==> src/rtl/wb_regfile_pkg.sv <==
// Shared MEM/WB write-back definitions: source-select encodings and default widths.
// Also used by the MEM/WB control register and the ID stage.
package wb_regfile_pkg;

    localparam int DEF_DATA_W = 32;
    localparam int DEF_ADDR_W = 5;
    localparam int DEF_CNT_W  = 32;

    localparam logic [1:0] WB_SEL_ALU = 2'b00;
    localparam logic [1:0] WB_SEL_MEM = 2'b01;
    localparam logic [1:0] WB_SEL_PC4 = 2'b10;
    localparam logic [1:0] WB_SEL_RSV = 2'b11;

endpackage

==> src/rtl/wb_src_mux.sv <==
// Write-back source selector: picks ALU result, load data or link value.
// The reserved encoding falls back to the ALU result.
module wb_src_mux
    import wb_regfile_pkg::*;
#(
    parameter int DATA_W = DEF_DATA_W
) (
    input  logic [1:0]        sel_i,
    input  logic [DATA_W-1:0] alu_i,
    input  logic [DATA_W-1:0] mem_i,
    input  logic [DATA_W-1:0] pc4_i,
    output logic [DATA_W-1:0] data_o
);

    // 4:1 write-back select; anything unexpected resolves to the ALU result
    always_comb begin
        data_o = alu_i;
        case (sel_i)
            WB_SEL_ALU: data_o = alu_i;
            WB_SEL_MEM: data_o = mem_i;
            WB_SEL_PC4: data_o = pc4_i;
            WB_SEL_RSV: data_o = alu_i;
            default:    data_o = alu_i;
        endcase
    end

endmodule

==> src/rtl/wb_regfile.sv <==
// Write-back stage register file: selects the write-back value, commits it to
// a register array with x0 hardwired to zero, serves two read ports with
// same-cycle write->read bypass, and counts committed writes.
module wb_regfile
    import wb_regfile_pkg::*;
#(
    parameter int DATA_W   = DEF_DATA_W,
    parameter int ADDR_W   = DEF_ADDR_W,
    parameter int NUM_REGS = 2 ** ADDR_W,
    parameter int CNT_W    = DEF_CNT_W
) (
    input  logic              clk,
    input  logic              rst,
    input  logic              reg_write,
    input  logic [1:0]        mem_to_reg,
    input  logic [ADDR_W-1:0] wb_rd,
    input  logic [DATA_W-1:0] alu_result,
    input  logic [DATA_W-1:0] mem_rdata,
    input  logic [DATA_W-1:0] pc_plus4,
    input  logic [ADDR_W-1:0] rs1_addr,
    input  logic [ADDR_W-1:0] rs2_addr,
    output logic [DATA_W-1:0] rs1_data,
    output logic [DATA_W-1:0] rs2_data,
    output logic [DATA_W-1:0] wb_data,
    output logic              wb_commit,
    output logic [CNT_W-1:0]  commit_cnt
);

    logic [DATA_W-1:0] regs_q [NUM_REGS];
    logic              commit_s;
    logic              wb_commit_q;
    logic [CNT_W-1:0]  commit_cnt_q;
    logic [CNT_W-1:0]  commit_cnt_d;

    wb_src_mux #(
        .DATA_W (DATA_W)
    ) u_src_mux (
        .sel_i  (mem_to_reg),
        .alu_i  (alu_result),
        .mem_i  (mem_rdata),
        .pc4_i  (pc_plus4),
        .data_o (wb_data)
    );

    // Commit qualifier: writes to x0 and writes during reset are dropped
    always_comb begin
        if (rst && reg_write && (wb_rd != {ADDR_W{1'b0}})) begin
            commit_s = 1'b1;
        end else begin
            commit_s = 1'b0;
        end
    end

    // Next commit count, wrapping silently at the top of the counter range
    always_comb begin
        if (commit_s) begin
            commit_cnt_d = commit_cnt_q + CNT_W'(1);
        end else begin
            commit_cnt_d = commit_cnt_q;
        end
    end

    // Register array update; entry 0 is never written so it stays zero
    always_ff @(posedge clk or negedge rst) begin
        if (!rst) begin
            for (int i = 0; i < NUM_REGS; i++) begin
                regs_q[i] <= {DATA_W{1'b0}};
            end
        end else if (commit_s) begin
            regs_q[wb_rd] <= wb_data;
        end else begin
            regs_q[wb_rd] <= regs_q[wb_rd];
        end
    end

    // Commit pulse and commit counter, both visible one cycle after the write
    always_ff @(posedge clk or negedge rst) begin
        if (!rst) begin
            wb_commit_q  <= 1'b0;
            commit_cnt_q <= {CNT_W{1'b0}};
        end else begin
            wb_commit_q  <= commit_s;
            commit_cnt_q <= commit_cnt_d;
        end
    end

    assign wb_commit  = wb_commit_q;
    assign commit_cnt = commit_cnt_q;

    // Read port 1: x0 reads zero, a same-cycle commit to the index is bypassed
    always_comb begin
        if (rs1_addr == {ADDR_W{1'b0}}) begin
            rs1_data = {DATA_W{1'b0}};
        end else if (commit_s && (wb_rd == rs1_addr)) begin
            rs1_data = wb_data;
        end else begin
            rs1_data = regs_q[rs1_addr];
        end
    end

    // Read port 2: same rules as port 1, fully independent
    always_comb begin
        if (rs2_addr == {ADDR_W{1'b0}}) begin
            rs2_data = {DATA_W{1'b0}};
        end else if (commit_s && (wb_rd == rs2_addr)) begin
            rs2_data = wb_data;
        end else begin
            rs2_data = regs_q[rs2_addr];
        end
    end

endmodule
==> config.mk <==
export PLATFORM = sky130hd
export DESIGN_NAME = wb_regfile
export DESIGN_NICKNAME = d
export VERILOG_FILES = /design/src/rtl/wb_regfile_pkg.sv /design/src/rtl/wb_src_mux.sv /design/src/rtl/wb_regfile.sv
export SDC_FILE = /design/constraint.sdc
export NUM_CORES = 2
export LEC_CHECK = 0
export CAP_MARGIN = 40
export CORE_MARGIN = 5
export CORE_UTILIZATION = 33
export DETAILED_ROUTE_END_ITERATION = 8
export SLEW_MARGIN = 20
export SYNTH_ARGS = -nofsm -noshare
export SYNTH_HDL_FRONTEND = slang
export SYNTH_SLANG_ARGS = --single-unit
==> constraint.sdc <==
create_clock -name clk -period 5.3 [get_ports clk]
set_clock_uncertainty 0.2 [all_clocks]
set_input_delay 1.325 -clock clk [delete_from_list [all_inputs] [get_ports clk]]
set_output_delay 1.325 -clock clk [all_outputs]
set_load 0.05 [all_outputs]
== After elaboration in Yosys (flattened, before gate mapping) ==
Index checks and enable logic that the tools add are counted.

* Add/subtract/negate cells: 1
* $mul: 0
* Divide/modulo/power cells: 0
* $lt $le $gt $ge: 4
* Equal/unequal tests: 5
* Shifts and indexed selects: 0
* Multiplexer cells: 20
* Bitwise logic cells: 3
* Reduce and logical (&&, ||, !) cells: 10

{| class="wikitable"
|+ Operator list
! cell !! number
|-
| bitwise mux 1024 bit || 2
|-
| 2-to-1 mux 1024 bit || 1
|-
| binary-select mux 32 bit (select 5 bit) || 3
|-
| 2-to-1 mux 32 bit || 11
|-
| demux 32 bit (select 5 bit) || 1
|-
| one-hot mux 32 bit (3 select lines) || 1
|-
| adder 32 x 1 -> 32 bit (second input constant) || 1
|-
| greater-or-equal comparator 6 bit (second input constant) || 3
|-
| NOT 5 -> 6 bit || 3
|-
| == test 5 bit || 2
|-
| zero test 5 bit || 2
|-
| < comparator 6 x 1 -> 1 bit (second input constant) || 1
|-
| logical AND 1 bit || 5
|-
| nonzero test 5 bit || 1
|-
| == test 2 bit (second input constant) || 2
|-
| == test 2 x 1 -> 1 bit (second input constant) || 1
|-
| zero test 2 bit || 1
|-
| OR reduction 2 bit || 1
|-
| 2-to-1 mux 1 bit || 1
|}

* Bits in registers: 1057
* Bits in latches: 0
* Bits in writable memories: 0
* ROM bits: 0
* Input port bits: 116
* Logic and storage cells: 77
* Memories kept: 0

== Longest topological paths before layout ==
* Depth after elaboration: 7
* Mapped depth: 14

== By module ==
Synthesis repeated with hierarchy kept, for this count alone.

* Cells, all modules: 5670
* Area, all modules: 63578.5 um2

{| class="wikitable"
|+ Modules (own cells, without submodules)
! module !! times used !! cells each !! area an instance (um2) !! seq. area each (um2)
|-
| wb_regfile || 1 || 5557 || 62941.6 || 26450.4
|-
| wb_src_mux || 1 || 113 || 636.9 || 0.0
|}

== Least setup slack after synthesis ==
No wires, ideal clock.

* Path kind: in2out
* Start: in mem_to_reg[0]
* End: out rs2_data[3]
* Arrival: 5306 ps
* Required time: 3775 ps
* Setup slack: -1531 ps
* Stages: 8
* Cells stage by stage: inv_1 ha_1 clkbuf_1 clkbuf_1 a22oi_1 o21ai_0 nor2_1 nor4_1

* Word-level cells in the longest chain between the ends: 5

{| class="wikitable"
|+ Ends and longest elaborated chain
! element !! line !! source
|-
| from (decl) || wb_regfile.sv:15 || <nowiki>input logic [1:0] mem_to_reg,</nowiki>
|-
| == test 2 bit or zero test 2 bit (tied branches) || wb_src_mux.sv:18 || <nowiki>case (sel_i)</nowiki>
|-
| OR reduction 2 bit (no source line) || n/a ||
|-
| one-hot mux 32 bit (3 select lines) (*) || wb_src_mux.sv:18 ||
|-
| via wb_data[3] || wb_regfile.sv:24 || <nowiki>output logic [DATA_W-1:0] wb_data,</nowiki>
|-
| 2-to-1 mux 32 bit (*) || wb_regfile.sv:105 || <nowiki>end else if (commit_s && (wb_rd == rs2_addr)) begin</nowiki>
|-
| 2-to-1 mux 32 bit (*) || wb_regfile.sv:103 || <nowiki>if (rs2_addr == {ADDR_W{1'b0}}) begin</nowiki>
|-
| to (decl) || wb_regfile.sv:23 || <nowiki>output logic [DATA_W-1:0] rs2_data,</nowiki>
|}

Mark *: on every way through the listed nets, which the timed path passes. The rest lies on a longest branch.

== Worst setup path after layout ==
* Start: in rs2_addr[1]
* End: out rs2_data[5]

* Word-level cells in the longest chain between the ends: 6

{| class="wikitable"
|+ Ends and longest elaborated chain
! element !! line !! source
|-
| from (decl) || wb_regfile.sv:21 || <nowiki>input logic [ADDR_W-1:0] rs2_addr,</nowiki>
|-
| NOT 5 -> 6 bit (not written as such) || wb_regfile.sv:108 || <nowiki>rs2_data = regs_q[rs2_addr];</nowiki>
|-
| binary-select mux 32 bit (select 5 bit) || wb_regfile.sv:108 ||
|-
| 2-to-1 mux 32 bit (not written as such) (2 in series) || wb_regfile.sv:108 ||
|-
| 2-to-1 mux 32 bit || wb_regfile.sv:105 ||
|-
| 2-to-1 mux 32 bit (*) || wb_regfile.sv:103 ||
|}

Every way passes the cells marked *; elsewhere a longest branch is shown, timed or not. The select of a mux whose other input is x is not followed.

==> results.cfg <==
[status]
run_status = finished, violations left
failing_checks = design-rule violations, negative setup slack

[hold_path]
hold_path.class = reg2reg

[logic_synthesis]
yosys.cell_types.count = 74
post-synth-top-area-cell = dfrtp_1
mappedNetlistArea_um2 = 63280
synth-xor-area-share_pct = 0.5675
synth.area.top_cells = dfrtp_1 42%, mux4_2 24%, o21ai_0 5.7%
post-synth-top-area-fraction_pct = 41.80
synth_sequential_area_ratio_pct = 41.80
syn_nets = 5974
synthesis.area_per_instance_um2 = 10.81
post_synth_most_frequent_cells = 1057 x dfrtp_1, 857 x nand2_1, 717 x o21ai_0
number_of_synthesis_warnings = 0
synth-compound-area-share_pct = 14.38
synthesis_stage_register_bit_count = 1057
synth-async-reset-ratio_pct = 100.0
synth.most_common_cell = dfrtp_1
postSynth.topFlopCell = dfrtp_1
synthAdderAreaFrac_pct = 0.05932
synth_edf_count = 0
synth-simple-area-share_pct = 10.71
post_synth_inst_count = 5855
muxShareOfSynthArea_pct = 27.74
synth_top_family_by_area = multiplexers

[detailed_routing]
detailroute.via_count = 55559
drt_first_pass_iters = 6
routedWlPerCell_um = 32.11
routed.top_layer = met5
drt_first_iter_violations = 8315
dr_wl_met2_mm = 121.9
drt_wl_total_mm = 283.9
antenna_left = 0
wl_met1_mm = 101.2
avgViaCountPerCell = 6.284
remaining_drc_errors = 1
wl_met3_mm = 35.62

[final_layout]
nNetsFinal = 6339
area_growth_pct = 22.84
drive_above_1_share_pct = 28.26
finish.cell_count_without_fillers = 8842
nFillCells = 17909

[timing]
worst_slew_pin_slew_ns = 0.9902
final_count_of_negative_setup_slack_endpoints = 3
worst_slack_ns = -0.01617
final.period_utilization_pct = 100.3
grt_setup_unrepaired = no
layout_min_cycle_time_ns = 5.316
final-max-slew-violation-count = 0
fmax_mhz = 188.1
holdWs_ns = 0.2211
max-slew-margin-rel_pct = 33.99
hold_viol_final = 0

[clocking]
insertion_delay_ns = 0.77
clkSinkCount = 1057
postCtsHoldBufs = 0
cts.htree.levels = 3
tritoncts_clock_tree = done
cts.root.buffer_cell = clkbuf_16
cts_inserted_buffers = 117
clk_path_buf_depth = 3
clk_transition_reported_paths_ns = 0.06

[floorplanning]
core_um2 = 190400
io_pins = 245
die_ar_um2 = 200600
initial_core_util_pct = 33.24
std_cell_rows = 160
die_span_in_x_um = 447.9
die_height_um = 447.9

[global_route]
via_count_of_the_first_global_routing_pass = 53517
groute.usage.overall_pct = 27.81
grt_start_max_net_pins = 158
grt-ovfl-total = 0
grt_first_pass_wirelength_mm = 402.8
antenna_found_initial = 14

[placed_design]
placed_insts = 8607
dp_hpwl_mm = 199.4
gp_congestion = 1.029
buffer_ports.inserted = 244

[pwr]
power.leakage_nw = 32.02
pwr_density_cell_nw_per_um2 = 389.2
ir_worst_vdd_mv = 0.2873

[critical_path]
worst_ep_arrival_time_ns = 3.79
timing_worst_setup_path_type = in2out
crit_path_max_incr_delay_ns = 0.74
crit_start_category = primary input
critPathCaptureType = output port
required_ns = 3.77
crit_slowest_cell = nor2b_2
critical_path.cell_chain = buf_8, nor2b_2, buf_4, a22oi_1, a22oi_1, o2111ai_1, nor2_1, buf_4, nor3_2, buf_12
critical_path_peak_fanout = 15

[run]
max_capacitance_violation_count = 0
==> timing repair <==
item                       in CTS  in global routing
setup buffers                   0                  0
resized for setup              21                 23
setup endpoints to repair      23                 18
gates cloned                    0                  0
==> path summary, 6_finish.rpt <==
kind                       slack (ns)  depth (start not counted)         start            to
max reg2reg                      2.46                          6    regs_q[13]   regs_q[365]
max in group asynchronous        1.82                          6           rst   regs_q[398]
max                             -0.02                         10   rs2_addr[1]   rs2_data[5]
min in group asynchronous        0.50                          2           rst   regs_q[225]
min                              0.22                          0  regs_q[1023]  regs_q[1023]
min reg2reg                      0.22                          0  regs_q[1023]  regs_q[1023]
==> registers in the layout, indices dropped and copies added, names as in the netlist <==
name / count
wb_commit: 1
regs_q: 1024
commit_cnt: 32
==> power by group <==
| group | internal [mW] | total, mW | switching [mW] | leakage (nW) |
|---|---|---|---|---|
| Sequential | 9.93 | 11.9 | 1.94 | 13.4 |
| Clock | 5.09 | 8.74 | 3.65 | 2.02 |
| Combinational | 4.59 | 9.65 | 5.06 | 16.6 |
| Total | 19.6 | 30.3 | 10.6 | 32.0 |
==> kinds of logic after synthesis <==
group,count (synthesis)
buffers and inverters,640
DFF,1057
muxes,893
and+or+nand+nor,1639
adders and majority gates,3
xor gates and xnor gates,41
AOI/OAI and AO/OA,1582
==> layer usage <==
metal	up-vias	global-route usage, %
li1	22596	-
met1	27783	34.83
met2	4129	40.45
met3	1041	8.727
met4	10	20.41
met5	-	0
==> layout make-up <==
| type | count | area [um2] | share of cell area (%) |
|---|---|---|---|
| well taps | 2511 | 3142 | 4.042 |
| clock buffers | 165 | 3452 | 4.441 |
| flip-flops and latches | 1057 | 26450 | 34.03 |
| repair buffers | 871 | 9602 | 12.35 |
| inverters | 15 | 56.30 | 0.07243 |
| clock inverters | 50 | 579.3 | 0.7453 |
| multi-input cells | 4158 | 34410 | 44.27 |
| diodes | 15 | 37.54 | 0.04829 |
==> critical path: cells and delay by family <==
| kind | cells | cell delay, ns |
|---|---|---|
| AND/OR/NAND/NOR | 3 | 0.96 |
| AO/OA/AOI/OAI | 3 | 0.53 |
| buffers and inverters | 4 | 0.92 |
==> cell usage in the layout (no fill, tap or decap), types with 18 or more instances in the layout <==
master	Yosys	routed
and3_1	25	25
nor3_1	49	42
clkdlybuf4s50_1	0	132
xnor2_1	23	23
nand3_1	45	45
dfrtp_1	1057	1057
clkbuf_16	0	120
nand4_1	18	18
mux4_2	683	683
buf_12	5	196
nor2_2	9	34
o21ai_1	22	31
clkbuf_8	0	28
o21ai_0	717	687
mux2i_1	202	202
buf_4	41	503
o22ai_1	135	124
nor2_1	521	496
a21oi_1	374	374
nand2_1	857	827
a211oi_1	20	20
a22oi_1	176	172
o21ai_2	0	21
clkinv_2	0	32
a221oi_1	45	44
nand2_2	0	29
nand2b_1	19	19
==> metrics by stage <==
step	utilization (%)	cell area (um2)	power, mW	setup WS (ns)	setup TNS, ns
after floorplan	-	63540	17.23	-0.4444	-0.8874
after global placement	38.40	73110	20.87	-0.2928	-5.533
after detailed placement	38.54	73380	21.22	-0.2978	-3.100
after CTS	40.71	77500	29.96	0.001974	0
after global routing	40.81	77700	31.36	0.0004938	0
final	40.83	77730	30.25	-0.01617	-0.02114
No activity file was read; power rests on OpenSTA's default activity.
